File: config.mk
export PLATFORM = sky130hd
export DESIGN_NAME = bit_serial_adder
export DESIGN_NICKNAME = d
export VERILOG_FILES = /design/src/rtl/bit_serial_adder.sv
export SDC_FILE = /design/constraint.sdc
export NUM_CORES = 1
export LEC_CHECK = 0
export ABC_CLOCK_PERIOD_IN_PS = 1950
export CAP_MARGIN = 20
export CORE_MARGIN = 2
export CORE_UTILIZATION = 30
export CTS_CLUSTER_SIZE = 20
export DETAILED_ROUTE_END_ITERATION = 8
export SYNTH_ARGS = -nofsm -noshare
export SYNTH_HDL_FRONTEND = slang
export SYNTH_SLANG_ARGS = --single-unit
File: constraint.sdc
create_clock -name iClk -period 1.95 [get_ports iClk]
set_input_delay 0.4875 -clock iClk [delete_from_list [all_inputs] [get_ports iClk]]
set_output_delay 0.4875 -clock iClk [all_outputs]
set_load 0.005 [all_outputs]
File: src/rtl/bit_serial_adder.sv
// rtl/bit_serial_adder.sv - LSB-first bit-serial adder with FSM control
// Optional subtract mode via SERIAL_ADD_SUB_EN (adds iSub port).
module bit_serial_adder #(
  parameter int WIDTH = 8
) (
  input  logic             iClk,
  input  logic             iRst,
  input  logic             iStart,
  input  logic [WIDTH-1:0] iNum1,
  input  logic [WIDTH-1:0] iNum2,
  input  logic             iCin,
`ifdef SERIAL_ADD_SUB_EN
  input  logic             iSub,
`endif
  output logic             oBusy,
  output logic             oDone,
  output logic [WIDTH-1:0] oSum,
  output logic             oCout
);

  localparam int KW = (WIDTH > 1) ? $clog2(WIDTH) : 1;
  localparam logic [KW-1:0] KLAST = KW'(WIDTH - 1);

  typedef enum logic [1:0] {IDLE, RUN, DONE} stateT;

  stateT            state;
  stateT            nextState;
  logic [WIDTH-1:0] aReg;
  logic [WIDTH-1:0] bReg;
  logic [WIDTH-1:0] sReg;
  logic [WIDTH-1:0] sumShift;
  logic [WIDTH-1:0] bLoad;
  logic             cReg;
  logic             cLoad;
  logic [KW-1:0]    kReg;
  logic             accept;
  logic             lastBit;
  logic             sBit;
  logic             cBit;

  assign accept  = iStart && ((state == IDLE) || (state == DONE));
  assign lastBit = (state == RUN) && (kReg == KLAST);

  // One-bit full-adder cell fed from the low bits of the shift registers.
  assign sBit = aReg[0] ^ bReg[0] ^ cReg;
  assign cBit = (aReg[0] & bReg[0]) | (aReg[0] & cReg) | (bReg[0] & cReg);

  always_comb begin
    sumShift = sReg >> 1;
    sumShift[WIDTH-1] = sBit;
  end

`ifdef SERIAL_ADD_SUB_EN
  // Subtraction is a + ~b + 1, so the operand inversion and forced carry happen at load time.
  always_comb begin
    bLoad = iSub ? ~iNum2 : iNum2;
    cLoad = iSub ? 1'b1 : iCin;
  end
`else
  always_comb begin
    bLoad = iNum2;
    cLoad = iCin;
  end
`endif

  always_ff @(posedge iClk or posedge iRst) begin
    if (iRst) begin
      state <= IDLE;
    end else begin
      state <= nextState;
    end
  end

  always_comb begin
    nextState = state;
    case (state)
      IDLE:    if (iStart) nextState = RUN;
      RUN:     if (lastBit) nextState = DONE;
      DONE:    nextState = iStart ? RUN : IDLE;
      default: nextState = IDLE;
    endcase
  end

  always_comb begin
    oBusy = (state == RUN);
    oDone = (state == DONE);
  end

  always_ff @(posedge iClk or posedge iRst) begin
    if (iRst) begin
      aReg  <= '0;
      bReg  <= '0;
      sReg  <= '0;
      cReg  <= 1'b0;
      kReg  <= '0;
      oSum  <= '0;
      oCout <= 1'b0;
    end else if (accept) begin
      aReg <= iNum1;
      bReg <= bLoad;
      cReg <= cLoad;
      kReg <= '0;
    end else if (state == RUN) begin
      aReg <= aReg >> 1;
      bReg <= bReg >> 1;
      cReg <= cBit;
      sReg <= sumShift;
      if (lastBit) begin
        oSum  <= sumShift;
        oCout <= cBit;
      end else begin
        kReg <= kReg + KW'(1);
      end
    end
  end

endmodule
* After elaboration in Yosys (flattened, before gate mapping) *
Index checks and enable logic that the tools add are counted.

storage, ports and cells
  flip-flop bits (word level) = 39
  word-level logic and storage cells = 45

cells by class
  bitwise logic cells = 8
  reductions and logical operators = 9
  muxes and demuxes = 13
  add/subtract/negate cells = 1
  eq/ne operators = 6

operator list
  kind                                                             number
  8-bit two-way mux                                                4
  3-bit two-way mux                                                3
  2-bit case mux with 3 select lines                               1
  2-bit AND reduction                                              3
  2-bit two-way mux                                                2
  2-bit != test, second input constant                             2
  3-bit by 1-bit adder with 3-bit output, second input constant    1
  1-bit bitwise AND                                                3
  3-bit == test, second input constant                             1
  1-bit two-way mux                                                3
  3-bit AND reduction                                              1
  2-bit by 1-bit == test with 1-bit output, second input constant  1
  2-bit == test, second input constant                             1
  1-bit logical AND                                                2
  2-bit zero test                                                  1
  2-bit by 1-bit != test with 1-bit output, second input constant  1
  1-bit bitwise OR                                                 2
  2-bit nonzero test                                               1
  1-bit XOR                                                        2
  1-bit logical OR                                                 1
  1-bit NOT                                                        1

* Depth between registers and ports, before layout *
  word-level depth = 5
  mapped depth = 5
  mapped depth without buffers = 5

* Least setup slack after synthesis *
No wires, ideal clock.

  path kind = register to register
  start = register kReg[0]
  end = register kReg[2]
  stages on the path, launching flop included = 6
  arrival time = 1.388 ns
  setup slack = 0.441 ns
  clock period less this slack = 1.509 ns
  library setup time = 0.122 ns
  cell sequence = dfrtp_1 -> ha_1 -> ha_1 -> nor2_1 -> a21oi_1 -> a32o_1

on the way
  cells in the longest elaborated chain, start to end = 4

RTL lines
  item                                                                     RTL line  source
  start: declaration                                                       35        logic [KW-1:0] kReg;
  start signal: assignment                                                 112       kReg <= kReg + KW'(1);
  3-bit by 1-bit adder with 3-bit output or 3-bit == test (tied branches)  112, 42
  3-bit two-way mux or 1-bit logical AND (tied branches)                   108, 42
  3-bit two-way mux or 2-bit != test (tied branches)                       --
  3-bit two-way mux or 2-bit AND reduction (tied branches)                 --

Parallel ways exist; a longest one is shown, timed or not. The select of a mux whose other input is x is not followed.
A chain may end at the register's enable or synchronous reset.

* Worst setup path in the final report *
  start = register state[1]
  end = output oBusy

on the way
  cells in the longest elaborated chain, start to end = 1

RTL lines
  item                                      RTL line  source
  start: declaration                        26        stateT state;
  start signal: assignment                  70        state <= nextState;
  2-bit by 1-bit == test with 1-bit output  85        oBusy = (state == RUN);
  end: declaration                          15        output logic oBusy,

No other way between the ends.

==> run summary <==
Synth cell types -> 28
vias in the first global route -> 1,143
H-tree Lvls -> 2
Storage cell area -> 952.2 sq um
clk root buf -> clkbuf_8
multi-input logic area -> 599.3 sq um
Die H -> 78.42 um
grt ovf -> 0
global-route wire length before repair -> 5368 um
Vias -> 1,152
crit start category -> register
Longest Clk Path Bufs -> 2
# setup viols final -> 0
Worst EP arrival -> 1.20 ns
worst-path fanout max -> 9
gr usage total -> 11.22%
core area -> 5439 sq um
initial antenna violation count -> 0
RD Place Congestion -> 0.7292
WL/cell -> 12.30 um
Period minus WS final -> 1.683 ns
DIE WIDTH -> 78.42 um
worst clock skew -> 0.004507 ns
CTS Hold Bufs -> 0
mapped cell area -> 1662 sq um
Skew-Pair Late Insertion Delay -> 0.29 ns
combinational power share -> 41.1%
clk sinks -> 38
worst reg2reg endpoint -> kReg[2]$_DFFE_PP0P_
synthesized flop and latch total -> 38
worst slew pin tran -> 0.5396 ns
Net Sw Frac -> 34.10%
RSZ-0062 raised after global routing -> false
FF-to-FF path depth -> 5
Pre-antenna DRT Iters -> 4
post-DR vias/cell -> 4.553
Setup TNS -> 0 ns
DP Worst Slack -> 0.07876 ns
Min-Delay Endpoint -> sReg[1]$_DFFE_PP0P_
Required @ worst endpoint -> 1.46 ns
internal power component -> 0.002112 W
Max-slew headroom -> 64.03%
maximum vdd drop -> 0.0004336 V
Fillers -> 542
WL final -> 3111 um
drc violations -> 0
max-cap viol count -> 0
Pwr Density -> 1507 nW/um^2
synthesized instance count -> 145
ANT nets after route -> 0
Min-Delay Path Class -> reg2reg
HPWL Detailed -> 2118 um
fin crit share -> 86.29%
CP Class -> reg2out
register area share after synthesis -> 57.23%
Synth area leaders -> dfrtp_1, mux2_4, o22ai_1
port buffer count -> 30
area grow syn2layout -> 28.01%
# diodes -> 0
clock slew at reported path FFs -> 0.07 ns
Final Worst Setup Slack -> 0.2673 ns
worst hold path depth -> 2
total CTS buffers -> 5
Seq pwr share -> 43.0%
FMAX -> 594.3 MHz
Hold Vio Cnt, Final -> 0
max-slew violations -> 0
CTS tree -> built
1st-iter DRT viols -> 53
syn nets -> 168
Sw Pwr -> 0.001093 W
hold path start -> sReg[1]$_DFFE_PP0P_
R2R Setup Slk -> 0.31 ns
r2r startpoint -> kReg[0]$_DFFE_PP0P_
Syn Area/Cell -> 11.46 sq um
top cell type by total area after synthesis -> dfrtp_1
Synth warnings -> 0
num rows -> 27
Clock power frac -> 15.9%
IO Pins -> 31
Worst setup EP type -> primary output
Die ar. -> 6150 sq um
Synth top area share -> 57.23%
Initial Utilization -> 30.55%
outcome -> complete, no violations
leakage -> 1.042 nW
share of cells above drive strength 1 -> 13.81%
pin count of the biggest net entering global routing -> 39
Final #Nets -> 204
==> state kept, by name, indices dropped and copies added, names as in the netlist <==
register / cells
oSum: 8
cReg: 1
kReg: 3
bReg: 8
sReg: 7
state: 2
aReg: 8
oCout: 1
==> layout by cell type, fill, tap and decap left out, types with 2 or more instances in the layout <==
cell type        instances
mux2_4                   9
dfrtp_1                 37
a21oi_1                 16
nand2_1                 23
clkbuf_8                 5
a22o_1                   2
clkdlybuf4s50_1         28
buf_4                    4
o22ai_1                 14
ha_1                     2
clkinv_2                 2
inv_1                   17
and2b_1                  2
nor2_1                   2
==> through the flow <==
step	area (sq um)	instances	power, W	hold slack, ns	util, %
2_1_floorplan	1662	145	0.002291	0.4459	-
3_3_place_gp	2036	245	0.002675	0.4665	37.43
3_5_place_dp	2036	245	0.002736	0.4707	37.43
4_1_cts	2125	253	0.003261	0.4917	39.06
5_1_grt	2127	253	0.003490	0.5055	39.11
6_report	2127	253	0.003205	0.4883	39.11
==> cell type report <==
| type | count | share of cell area, % |
|---|---|---|
| sequential | 38 | 44.76 |
| multi-input combinational | 84 | 28.18 |
| timing repair buffer | 34 | 15.59 |
| tap | 72 | 4.235 |
| inverter | 18 | 3.529 |
| clock buffer | 5 | 3.235 |
| clock inverter | 2 | 0.4706 |
==> layer usage <==
metal / vias to the layer above / wire (um) / global-route usage, %
met5: - / 0 / 0
li1: 565 / - / -
met4: 0 / 44 / 4.211
met1: 547 / 1484 / 14.76
met3: 7 / 140 / 3.103
met2: 33 / 1441 / 17.67
==> repair_timing <==
item | 4_1_cts | 5_1_grt
endpoints found under the setup margin | 1 | 1
setup buffers | 1 | 0
gates resized for setup | 3 | 1
pin swaps | 0 | 0
==> how the worst max path moves through the flow <==
stage / startpoint / to / slack (ns) / cells after the start
2_1_floorplan: kReg[0]$_DFFE_PP0P_ / kReg[2]$_DFFE_PP0P_ / 0.44 / 5
3_3_place_gp: iStart / bReg[2]$_DFFE_PP0P_ / 0.14 / 4
3_5_place_dp: iStart / aReg[6]$_DFFE_PP0P_ / 0.08 / 4
4_1_cts: state[1]$_DFFE_PP0P_ / oDone / 0.01 / 3
5_1_grt: kReg[0]$_DFFE_PP0P_ / kReg[2]$_DFFE_PP0P_ / 0.19 / 5
6_report: state[1]$_DFFE_PP0P_ / oBusy / 0.27 / 3
==> worst max-delay path: stages (launching register included) <==
cell and delay (ns):
dfrtp_2 0.41, nand2b_4 0.17, inv_8 0.09, dlygate4sd2_1 0.24
==> cells by family after synthesis <==
group           count (synthesis)  synth area share (%)
buf+inv                        23                 6.701
xor+xnor                        1                0.5272
mux                            10                 8.735
simple gates                   33                 10.09
compound gates                 37                 14.01
flops                          38                 57.23
fa+ha+maj                       3                 2.711
==> synthesized netlist by cell type <==
cell,number
mux2i_1,1
o22ai_1,14
nor2_1,2
nor3b_1,1
nand2b_1,1
a21o_1,1
fa_1,1
nand3_1,1
a32o_1,1
inv_1,17
nand2b_4,1
mux2_4,9
nand2_1,23
a21o_4,1
a21oi_1,16
dfrtp_1,38
nor2b_1,1
buf_6,1
inv_6,1
xor2_1,1
buf_2,1
buf_4,3
ha_1,2
a211oi_1,1
nand2_8,1
and2b_1,2
o211ai_1,1
a22o_1,2
==> power groups by stage <==
stage	clock network (W)	logic [W]	registers, W
6_report	0.000509	0.00132	0.00138
5_1_grt	0.000569	0.00149	0.00143
4_1_cts	0.000532	0.00134	0.00139
3_5_place_dp	0	0.00133	0.00140
3_3_place_gp	0	0.00128	0.00139
2_1_floorplan	0	0.000935	0.00136
Power figures use the tool's default switching activity.
